===== config.mk =====
export PLATFORM = sky130hd
export DESIGN_NAME = lsu_stage_flat
export DESIGN_NICKNAME = d
export VERILOG_FILES = /design/src/rtl/lsu_stage_if.sv /design/src/rtl/lsu_stage.sv /design/src/flat_wrapper.sv
export SDC_FILE = /design/constraint.sdc
export NUM_CORES = 1
export LEC_CHECK = 0
export BUFFER_PORTS_ARGS = -buffer_cell sky130_fd_sc_hd__buf_4
export CAP_MARGIN = 40
export CORE_AREA = 10 10 229 231
export DETAILED_ROUTE_END_ITERATION = 10
export DIE_AREA = 0 0 239 241
export PLACE_DENSITY = 0.66
export SYNTH_ARGS = -nofsm -noshare
export SYNTH_HDL_FRONTEND = slang
export SYNTH_SLANG_ARGS = --single-unit

===== constraint.sdc =====
create_clock -name i_clk -period 3 [get_ports i_clk]
set_clock_uncertainty 0.05 [all_clocks]
set_input_delay 0.3 -clock i_clk [delete_from_list [all_inputs] [get_ports i_clk]]
set_output_delay 0.3 -clock i_clk [all_outputs]
set_load 0.01 [all_outputs]

===== src/rtl/lsu_stage_if.sv =====
// Port bundle of the memory-access stage: upstream EX/LS packet, data bus, and LS/WB packet.
// master = the stage itself, slave = the surrounding pipeline/memory.
interface lsu_stage_if #(
   parameter int CPU_WIDTH = 64,
   parameter int REG_ADDRW = 5,
   parameter int INS_WIDTH = 32
);
   logic                   mem_valid_i;
   logic                   mem_ready_o;
   logic [CPU_WIDTH-1:0]   i_lsu_exres;
   logic [CPU_WIDTH-1:0]   i_lsu_rs2;
   logic [REG_ADDRW-1:0]   i_lsu_rdid;
   logic                   i_lsu_rdwen;
   logic [2:0]             i_lsu_func3;
   logic                   i_lsu_lden;
   logic                   i_lsu_sten;
   logic [CPU_WIDTH-1:0]   s_lsu_diffpc;
   logic [INS_WIDTH-1:0]   s_lsu_diffins;

   logic                   o_dbus_valid;
   logic                   i_dbus_ready;
   logic                   o_dbus_we;
   logic [CPU_WIDTH-1:0]   o_dbus_addr;
   logic [CPU_WIDTH-1:0]   o_dbus_wdata;
   logic [CPU_WIDTH/8-1:0] o_dbus_wmask;
   logic                   i_dbus_rvalid;
   logic [CPU_WIDTH-1:0]   i_dbus_rdata;

   logic                   wb_valid_o;
   logic                   wb_ready_i;
   logic [CPU_WIDTH-1:0]   o_wb_res;
   logic [REG_ADDRW-1:0]   o_wb_rdid;
   logic                   o_wb_rdwen;
   logic [CPU_WIDTH-1:0]   s_wb_diffpc;
   logic [INS_WIDTH-1:0]   s_wb_diffins;

   modport master (
      input  mem_valid_i, i_lsu_exres, i_lsu_rs2, i_lsu_rdid, i_lsu_rdwen, i_lsu_func3,
             i_lsu_lden, i_lsu_sten, s_lsu_diffpc, s_lsu_diffins,
             i_dbus_ready, i_dbus_rvalid, i_dbus_rdata, wb_ready_i,
      output mem_ready_o, o_dbus_valid, o_dbus_we, o_dbus_addr, o_dbus_wdata, o_dbus_wmask,
             wb_valid_o, o_wb_res, o_wb_rdid, o_wb_rdwen, s_wb_diffpc, s_wb_diffins
   );

   modport slave (
      output mem_valid_i, i_lsu_exres, i_lsu_rs2, i_lsu_rdid, i_lsu_rdwen, i_lsu_func3,
             i_lsu_lden, i_lsu_sten, s_lsu_diffpc, s_lsu_diffins,
             i_dbus_ready, i_dbus_rvalid, i_dbus_rdata, wb_ready_i,
      input  mem_ready_o, o_dbus_valid, o_dbus_we, o_dbus_addr, o_dbus_wdata, o_dbus_wmask,
             wb_valid_o, o_wb_res, o_wb_rdid, o_wb_rdwen, s_wb_diffpc, s_wb_diffins
   );
endinterface


===== src/rtl/lsu_stage.sv =====
// Memory-access pipeline stage: one load/store per packet on the data bus, lane formatting
// of store data/mask and load results, non-memory results passed through.
module lsu_stage #(
   parameter int CPU_WIDTH = 64,
   parameter int REG_ADDRW = 5,
   parameter int INS_WIDTH = 32
) (
   input  logic        i_clk,
   input  logic        i_rst_n,
   lsu_stage_if.master bus
);
   localparam int LANES = CPU_WIDTH / 8;
   localparam int OFFW  = $clog2(LANES);

   typedef enum logic [1:0] {IDLE, REQ, WAIT, DONE} state_t;

   state_t               state_q, state_d;
   logic [CPU_WIDTH-1:0] addr_q, rs2_q, res_q, pc_q;
   logic [INS_WIDTH-1:0] ins_q;
   logic [REG_ADDRW-1:0] rdid_q;
   logic                 rdwen_q, load_q, store_q;
   logic [2:0]           func3_q;

   logic                 accept;
   logic                 mem_op_in;
   logic                 load_done;
   logic [OFFW-1:0]      off;
   logic [CPU_WIDTH-1:0] ld_shift;
   logic [CPU_WIDTH-1:0] ld_fmt;
   logic [LANES-1:0]     base_mask;

   assign mem_op_in = bus.i_lsu_lden | bus.i_lsu_sten;
   assign accept    = bus.mem_valid_i & bus.mem_ready_o;
   assign off       = addr_q[OFFW-1:0];

   // A load finishes either on the grant cycle (rvalid together with ready) or in WAIT.
   assign load_done = load_q & bus.i_dbus_rvalid &
                      (((state_q == REQ) & bus.i_dbus_ready) | (state_q == WAIT));

   always_ff @(posedge i_clk) begin
      if (!i_rst_n) begin
         state_q <= IDLE;
      end else begin
         state_q <= state_d;
      end
   end

   always_comb begin
      state_d = state_q;
      unique case (state_q)
         IDLE: begin
            if (accept) state_d = mem_op_in ? REQ : DONE;
         end
         REQ: begin
            if (bus.i_dbus_ready) begin
               if (!load_q || bus.i_dbus_rvalid) state_d = DONE;
               else                              state_d = WAIT;
            end
         end
         WAIT: begin
            if (bus.i_dbus_rvalid) state_d = DONE;
         end
         DONE: begin
            if (bus.wb_ready_i) begin
               if (accept) state_d = mem_op_in ? REQ : DONE;
               else        state_d = IDLE;
            end
         end
         default: state_d = IDLE;
      endcase
   end

   always_comb begin
      bus.mem_ready_o  = 1'b0;
      bus.o_dbus_valid = 1'b0;
      bus.wb_valid_o   = 1'b0;
      unique case (state_q)
         IDLE: bus.mem_ready_o = 1'b1;
         REQ:  bus.o_dbus_valid = 1'b1;
         DONE: begin
            bus.wb_valid_o  = 1'b1;
            bus.mem_ready_o = bus.wb_ready_i;
         end
         default: ;
      endcase
   end

   // Packet registers; a packet with both lden and sten is handled as a load.
   always_ff @(posedge i_clk) begin
      if (!i_rst_n) begin
         addr_q  <= '0;
         rs2_q   <= '0;
         res_q   <= '0;
         pc_q    <= '0;
         ins_q   <= '0;
         rdid_q  <= '0;
         rdwen_q <= 1'b0;
         load_q  <= 1'b0;
         store_q <= 1'b0;
         func3_q <= '0;
      end else if (accept) begin
         addr_q  <= bus.i_lsu_exres;
         rs2_q   <= bus.i_lsu_rs2;
         res_q   <= bus.i_lsu_exres;
         pc_q    <= bus.s_lsu_diffpc;
         ins_q   <= bus.s_lsu_diffins;
         rdid_q  <= bus.i_lsu_rdid;
         rdwen_q <= bus.i_lsu_rdwen;
         load_q  <= bus.i_lsu_lden;
         store_q <= bus.i_lsu_sten & ~bus.i_lsu_lden;
         func3_q <= bus.i_lsu_func3;
      end else if (load_done) begin
         res_q   <= ld_fmt;
      end
   end

   // Lane gi is written when the access size (log2 bytes) reaches the lane's minimum size.
   for (genvar gi = 0; gi < LANES; gi++) begin : g_mask
      localparam logic [1:0] MIN_SZ = (gi < 1) ? 2'd0 : (gi < 2) ? 2'd1 : (gi < 4) ? 2'd2 : 2'd3;
      assign base_mask[gi] = (func3_q[1:0] >= MIN_SZ);
   end

   assign bus.o_dbus_we    = store_q;
   assign bus.o_dbus_addr  = {addr_q[CPU_WIDTH-1:OFFW], {OFFW{1'b0}}};
   assign bus.o_dbus_wmask = base_mask << off;
   assign bus.o_dbus_wdata = rs2_q << {off, 3'b000};

   assign ld_shift = bus.i_dbus_rdata >> {off, 3'b000};

   always_comb begin
      ld_fmt = ld_shift;
      case (func3_q)
         3'b000:  ld_fmt = {{(CPU_WIDTH-8){ld_shift[7]}},   ld_shift[7:0]};
         3'b001:  ld_fmt = {{(CPU_WIDTH-16){ld_shift[15]}}, ld_shift[15:0]};
         3'b010:  ld_fmt = {{(CPU_WIDTH-32){ld_shift[31]}}, ld_shift[31:0]};
         3'b100:  ld_fmt = {{(CPU_WIDTH-8){1'b0}},          ld_shift[7:0]};
         3'b101:  ld_fmt = {{(CPU_WIDTH-16){1'b0}},         ld_shift[15:0]};
         3'b110:  ld_fmt = {{(CPU_WIDTH-32){1'b0}},         ld_shift[31:0]};
         default: ld_fmt = ld_shift;
      endcase
   end

   assign bus.o_wb_res     = res_q;
   assign bus.o_wb_rdid    = rdid_q;
   assign bus.o_wb_rdwen   = rdwen_q;
   assign bus.s_wb_diffpc  = pc_q;
   assign bus.s_wb_diffins = ins_q;
endmodule


===== src/flat_wrapper.sv =====
// flat-port wrapper written by rule: the top's interface ports become plain ports
module lsu_stage_flat 
#(
   parameter int CPU_WIDTH = 64,
   parameter int REG_ADDRW = 5,
   parameter int INS_WIDTH = 32
)
  (i_clk, i_rst_n, bus_mem_valid_i, bus_i_lsu_exres, bus_i_lsu_rs2, bus_i_lsu_rdid, bus_i_lsu_rdwen, bus_i_lsu_func3, bus_i_lsu_lden, bus_i_lsu_sten, bus_s_lsu_diffpc, bus_s_lsu_diffins, bus_i_dbus_ready, bus_i_dbus_rvalid, bus_i_dbus_rdata, bus_wb_ready_i, bus_mem_ready_o, bus_o_dbus_valid, bus_o_dbus_we, bus_o_dbus_addr, bus_o_dbus_wdata, bus_o_dbus_wmask, bus_wb_valid_o, bus_o_wb_res, bus_o_wb_rdid, bus_o_wb_rdwen, bus_s_wb_diffpc, bus_s_wb_diffins);
  lsu_stage_if #(.CPU_WIDTH(CPU_WIDTH), .REG_ADDRW(REG_ADDRW), .INS_WIDTH(INS_WIDTH)) bus_i ();
  input  logic i_clk;
  input  logic i_rst_n;
  input wire logic [$bits(bus_i.mem_valid_i)-1:0] bus_mem_valid_i;
  input wire logic [$bits(bus_i.i_lsu_exres)-1:0] bus_i_lsu_exres;
  input wire logic [$bits(bus_i.i_lsu_rs2)-1:0] bus_i_lsu_rs2;
  input wire logic [$bits(bus_i.i_lsu_rdid)-1:0] bus_i_lsu_rdid;
  input wire logic [$bits(bus_i.i_lsu_rdwen)-1:0] bus_i_lsu_rdwen;
  input wire logic [$bits(bus_i.i_lsu_func3)-1:0] bus_i_lsu_func3;
  input wire logic [$bits(bus_i.i_lsu_lden)-1:0] bus_i_lsu_lden;
  input wire logic [$bits(bus_i.i_lsu_sten)-1:0] bus_i_lsu_sten;
  input wire logic [$bits(bus_i.s_lsu_diffpc)-1:0] bus_s_lsu_diffpc;
  input wire logic [$bits(bus_i.s_lsu_diffins)-1:0] bus_s_lsu_diffins;
  input wire logic [$bits(bus_i.i_dbus_ready)-1:0] bus_i_dbus_ready;
  input wire logic [$bits(bus_i.i_dbus_rvalid)-1:0] bus_i_dbus_rvalid;
  input wire logic [$bits(bus_i.i_dbus_rdata)-1:0] bus_i_dbus_rdata;
  input wire logic [$bits(bus_i.wb_ready_i)-1:0] bus_wb_ready_i;
  output wire logic [$bits(bus_i.mem_ready_o)-1:0] bus_mem_ready_o;
  output wire logic [$bits(bus_i.o_dbus_valid)-1:0] bus_o_dbus_valid;
  output wire logic [$bits(bus_i.o_dbus_we)-1:0] bus_o_dbus_we;
  output wire logic [$bits(bus_i.o_dbus_addr)-1:0] bus_o_dbus_addr;
  output wire logic [$bits(bus_i.o_dbus_wdata)-1:0] bus_o_dbus_wdata;
  output wire logic [$bits(bus_i.o_dbus_wmask)-1:0] bus_o_dbus_wmask;
  output wire logic [$bits(bus_i.wb_valid_o)-1:0] bus_wb_valid_o;
  output wire logic [$bits(bus_i.o_wb_res)-1:0] bus_o_wb_res;
  output wire logic [$bits(bus_i.o_wb_rdid)-1:0] bus_o_wb_rdid;
  output wire logic [$bits(bus_i.o_wb_rdwen)-1:0] bus_o_wb_rdwen;
  output wire logic [$bits(bus_i.s_wb_diffpc)-1:0] bus_s_wb_diffpc;
  output wire logic [$bits(bus_i.s_wb_diffins)-1:0] bus_s_wb_diffins;
  assign bus_i.mem_valid_i = bus_mem_valid_i;
  assign bus_i.i_lsu_exres = bus_i_lsu_exres;
  assign bus_i.i_lsu_rs2 = bus_i_lsu_rs2;
  assign bus_i.i_lsu_rdid = bus_i_lsu_rdid;
  assign bus_i.i_lsu_rdwen = bus_i_lsu_rdwen;
  assign bus_i.i_lsu_func3 = bus_i_lsu_func3;
  assign bus_i.i_lsu_lden = bus_i_lsu_lden;
  assign bus_i.i_lsu_sten = bus_i_lsu_sten;
  assign bus_i.s_lsu_diffpc = bus_s_lsu_diffpc;
  assign bus_i.s_lsu_diffins = bus_s_lsu_diffins;
  assign bus_i.i_dbus_ready = bus_i_dbus_ready;
  assign bus_i.i_dbus_rvalid = bus_i_dbus_rvalid;
  assign bus_i.i_dbus_rdata = bus_i_dbus_rdata;
  assign bus_i.wb_ready_i = bus_wb_ready_i;
  assign bus_mem_ready_o = bus_i.mem_ready_o;
  assign bus_o_dbus_valid = bus_i.o_dbus_valid;
  assign bus_o_dbus_we = bus_i.o_dbus_we;
  assign bus_o_dbus_addr = bus_i.o_dbus_addr;
  assign bus_o_dbus_wdata = bus_i.o_dbus_wdata;
  assign bus_o_dbus_wmask = bus_i.o_dbus_wmask;
  assign bus_wb_valid_o = bus_i.wb_valid_o;
  assign bus_o_wb_res = bus_i.o_wb_res;
  assign bus_o_wb_rdid = bus_i.o_wb_rdid;
  assign bus_o_wb_rdwen = bus_i.o_wb_rdwen;
  assign bus_s_wb_diffpc = bus_i.s_wb_diffpc;
  assign bus_s_wb_diffins = bus_i.s_wb_diffins;
  lsu_stage #(.CPU_WIDTH(CPU_WIDTH), .REG_ADDRW(REG_ADDRW), .INS_WIDTH(INS_WIDTH)) u_core (.i_clk(i_clk), .i_rst_n(i_rst_n), .bus(bus_i));
endmodule

==> flow_summary_export.csv <==
group,metric,value,unit
clock_tree,clk_path_buf_depth,3,
clock_tree,cts_buffers,37,
critical_path,cp-start-kind,"register",
power,p_leak,9.76,nW
timing,finalCriticalPeriod,2.91,ns
yosys,yosysSeqAreaShare,0.387,
yosys,synth.most_common_cell,"nand2_1",
yosys,netlist_area,0.0156,mm2
critical_path,r2r-end,"u_core.bus.o_wb_res[47]",
critical_path,path_cells,"buf_12, mux2_2, a21oi_1, mux2i_1, buf_4",
final_layout,final_core_util,0.495,
final_layout,nets,2955,
hold_path,worstHoldEndpoint,"u_core.addr_q[14]",
power,switching_share,0.409,
yosys,yosysWarnings,0,
yosys,synthTopCellsByCount,"nand2_1, dfxtp_1, a21boi_0",
placed_design,dp_hpwl,54000,um
global_route,overflow,0,
floorplan,io_pins,611,
critical_path,rrSetupSlack,0.29,ns
critical_path,path_max_fanout,71,
power,p_sw,8.05,mW
placed_design,io_buffers,607,
floorplan,fp.dieH,241,um
job,drv_cap,0,
clock_tree,clock_sinks,301,
clock_tree,clk_pin_slew_worst_paths,0.05,ns
yosys,synth_top_family_by_area,"compound AO/OA/AOI/OAI gates",
timing,slew_headroom,0.567,
floorplan,core,0.0475,mm2
critical_path,critPathTopFamily,"multiplexers",
yosys,syn_avg_cell_area,7.88,um2
yosys,synthDistinctLibCells,45,
power,p_int,11.6,mW
critical_path,r2r_start,"u_core.state_q[1]",
floorplan,die_area,0.0576,mm2
power,p_per_area,836,mW/mm2
final_layout,area_delta_synth_final,51.3,%
yosys,synth_xor_area_frac,0,
final_layout,fillers,4421,
yosys,synth-seq-cells,301,
floorplan,start_util,0.327,
timing,fin_crit_sh,0.971,
placed_design,dp.cells,3008,
critical_path,worstPathArrival,2.56,ns
yosys,synth-edff-count,0,
hold_path,hp-class,"in2reg",
critical_path,cpPeakStageDelay,0.44,ns
yosys,synth-compound-area-share,0.220,
power,ir_drop,0.000453,V
global_route,grt_max_degree,119,
final_layout,fin_cells,3292,
routing,first_pass_iters,7,
hold_path,hold_depth,3,
yosys,ys.flop_type,"dfxtp_1",
critical_path,cp-startpoint,"u_core.addr_q[1]",
global_route,grt_pass1_wl,106000,um
critical_path,crit_type,"reg2out",
routing,drcViolationCount,0,
critical_path,r2r_cells,9,
yosys,synth_simple_gate_area_frac,0.173,
power,p_seq_frac,0.309,
timing,fmax,0.343,GHz
hold_path,min_from,"bus_i_lsu_exres[14]",
clock_tree,htree_levels,2,
global_route,antenna_found_initial,7,
power,pwr-share-clk,0.227,
yosys,synth_cells,1976,
yosys,synth.top_cell.area_share,0.387,
timing,worst-slew-pin-transition,0.646,ns
routing,routed_via_density,5.08,
timing,finalSetupTns,0,ns
floorplan,die_w,239,um
routing,ant_nets,0,
critical_path,crit_buf_inv,2,
status,outcome,"finished, final reports clean",
routing,routed_wirelength,72500,um
routing,dr.first_iter.drc_count,1298,
yosys,synthMuxAreaShare,0.133,
timing,setup-violations-final,0,
placed_design,gp_congestion,0.938,
power,combPwrFrac,0.464,
timing,hold_violations,0,
yosys,yosys.area_share.adder,0.00321,
global_route,grt_util_all_layers,0.239,
yosys,synth_area_leaders,"dfxtp_1, nand2_1, a21boi_0, mux2i_1, o21ai_0",
timing,maxSlewViolCount,0,
floorplan,rows,80,
critical_path,crit_required,2.65,ns
yosys,async_reset_ff_frac,0,
final_layout,drive_gt1_frac,0.290,
critical_path,worst_setup_path_end_kind,"output pin",
global_route,grt_pass1_vias,17000,
timing,grt_setup_unrepaired,"false",
critical_path,slowest_stage,"dfxtp_4",
routing,via_count,16700,
clock_tree,ctsRootBufferMaster,"clkbuf_16",
clock_tree,cts_tree,"done",
routing,drt-wirelength-per-cell,22.0,um
clock_tree,clock_latency,0.55,ns
yosys,synth_area_leader_cell,"dfxtp_1",
## routing by layer
metal | share of wire | track usage
met1 | 0.38 | 0.268
met2 | 0.50 | 0.423
met3 | 0.082 | 0.0692
met4 | 0.036 | 0.0886
met5 | 0.00018 | 0
## logic make-up after synthesis
family / after synthesis
flip-flops: 301
AND/OR/NAND/NOR: 688
AO/OA/AOI/OAI: 537
other: 1
buffers and inverters: 271
multiplexers: 174
adder cells (fa/ha/maj): 4
## worst max path at each step
stage | to | cells after the start
after floorplan | bus_o_dbus_wmask[4] | 8
after global placement | u_core.bus.o_wb_res[14] | 8
after detailed placement | u_core.bus.o_wb_res[14] | 8
after CTS | bus_o_dbus_wdata[58] | 5
after global routing | bus_o_dbus_wdata[59] | 5
final | bus_o_dbus_wdata[58] | 5
## area by class of cell
cell class / instances / area, um2 / share of cell area
Antenna cell: 7 / 17.5 / 0.000744
Tap cell: 615 / 769 / 0.0327
Sequential cell: 301 / 6030 / 0.256
Clock buffer: 50 / 1050 / 0.0444
Multi-Input combinational cell: 1406 / 8270 / 0.351
Timing Repair Buffer: 852 / 7090 / 0.301
Inverter: 48 / 180 / 0.00765
Clock inverter: 13 / 145 / 0.00616
## registers in the layout, indices dropped and copies added (netlist names)
register and flops:
u_core.bus.o_wb_res 64, u_core.rs2_q 64, u_core.state_q 2, u_core.bus.o_wb_rdid 5, u_core.addr_q 64, u_core.load_q 1
u_core.bus.o_wb_rdwen 1, u_core.bus.o_dbus_we 1, u_core.func3_q 3, u_core.bus.s_wb_diffpc 64, u_core.bus.s_wb_diffins 32
## placed cells by master (no fill, tap or decap), drive strengths merged, types with 4 or more instances in the layout
cell and n:
a21boi 235, a21oi 86, a22oi 4, a31oi 16
and2 12, and3 9, buf 638, clkbuf 50
clkinv 7, dfxtp 301, diode 7, dlygate4sd3 214
ha 4, inv 49, mux2 45, mux2i 107
mux4 22, nand2 557, nand3 8, nor2 86
nor3 4, o211ai 8, o21ai 148, o22ai 24
o31ai 4
## worst min-delay path: cells and delay by family
kind / cells / cell delay, ns
compound gates: 1 / 0.09
buf+inv: 1 / 0.11
simple gates: 1 / 0.07
## per-stage QoR
step	worst slack, ns	cell area [um2]	hold slack, ns	power, mW
2_1_floorplan	0.548	15600	0.380	10.9
3_3_place_gp	0.191	20200	0.399	14.9
3_5_place_dp	0.199	20200	0.406	15.0
4_1_cts	0.0620	23500	0.00173	19.8
5_1_grt	0.00164	23500	0.0255	20.9
6_report	0.0874	23600	0.0348	19.7
## power by group through the flow
stage / sequential [mW] / combinational [mW] / clock (mW)
finish: 6.09 / 9.13 / 4.47
global route: 6.21 / 9.94 / 4.74
CTS: 6.06 / 9.14 / 4.57
detailed placement: 6.13 / 8.88 / 0
global placement: 6.08 / 8.77 / 0
floorplan: 6.08 / 4.83 / 0
## timing repair
item,4_1_cts,5_1_grt
endpoints found under the setup margin,5,0
resized for setup,1,0
hold buffers,214,0
setup buffers,0,0
hold endpoints to repair,226,0
Note: power is estimated with default switching activity, not from simulation.
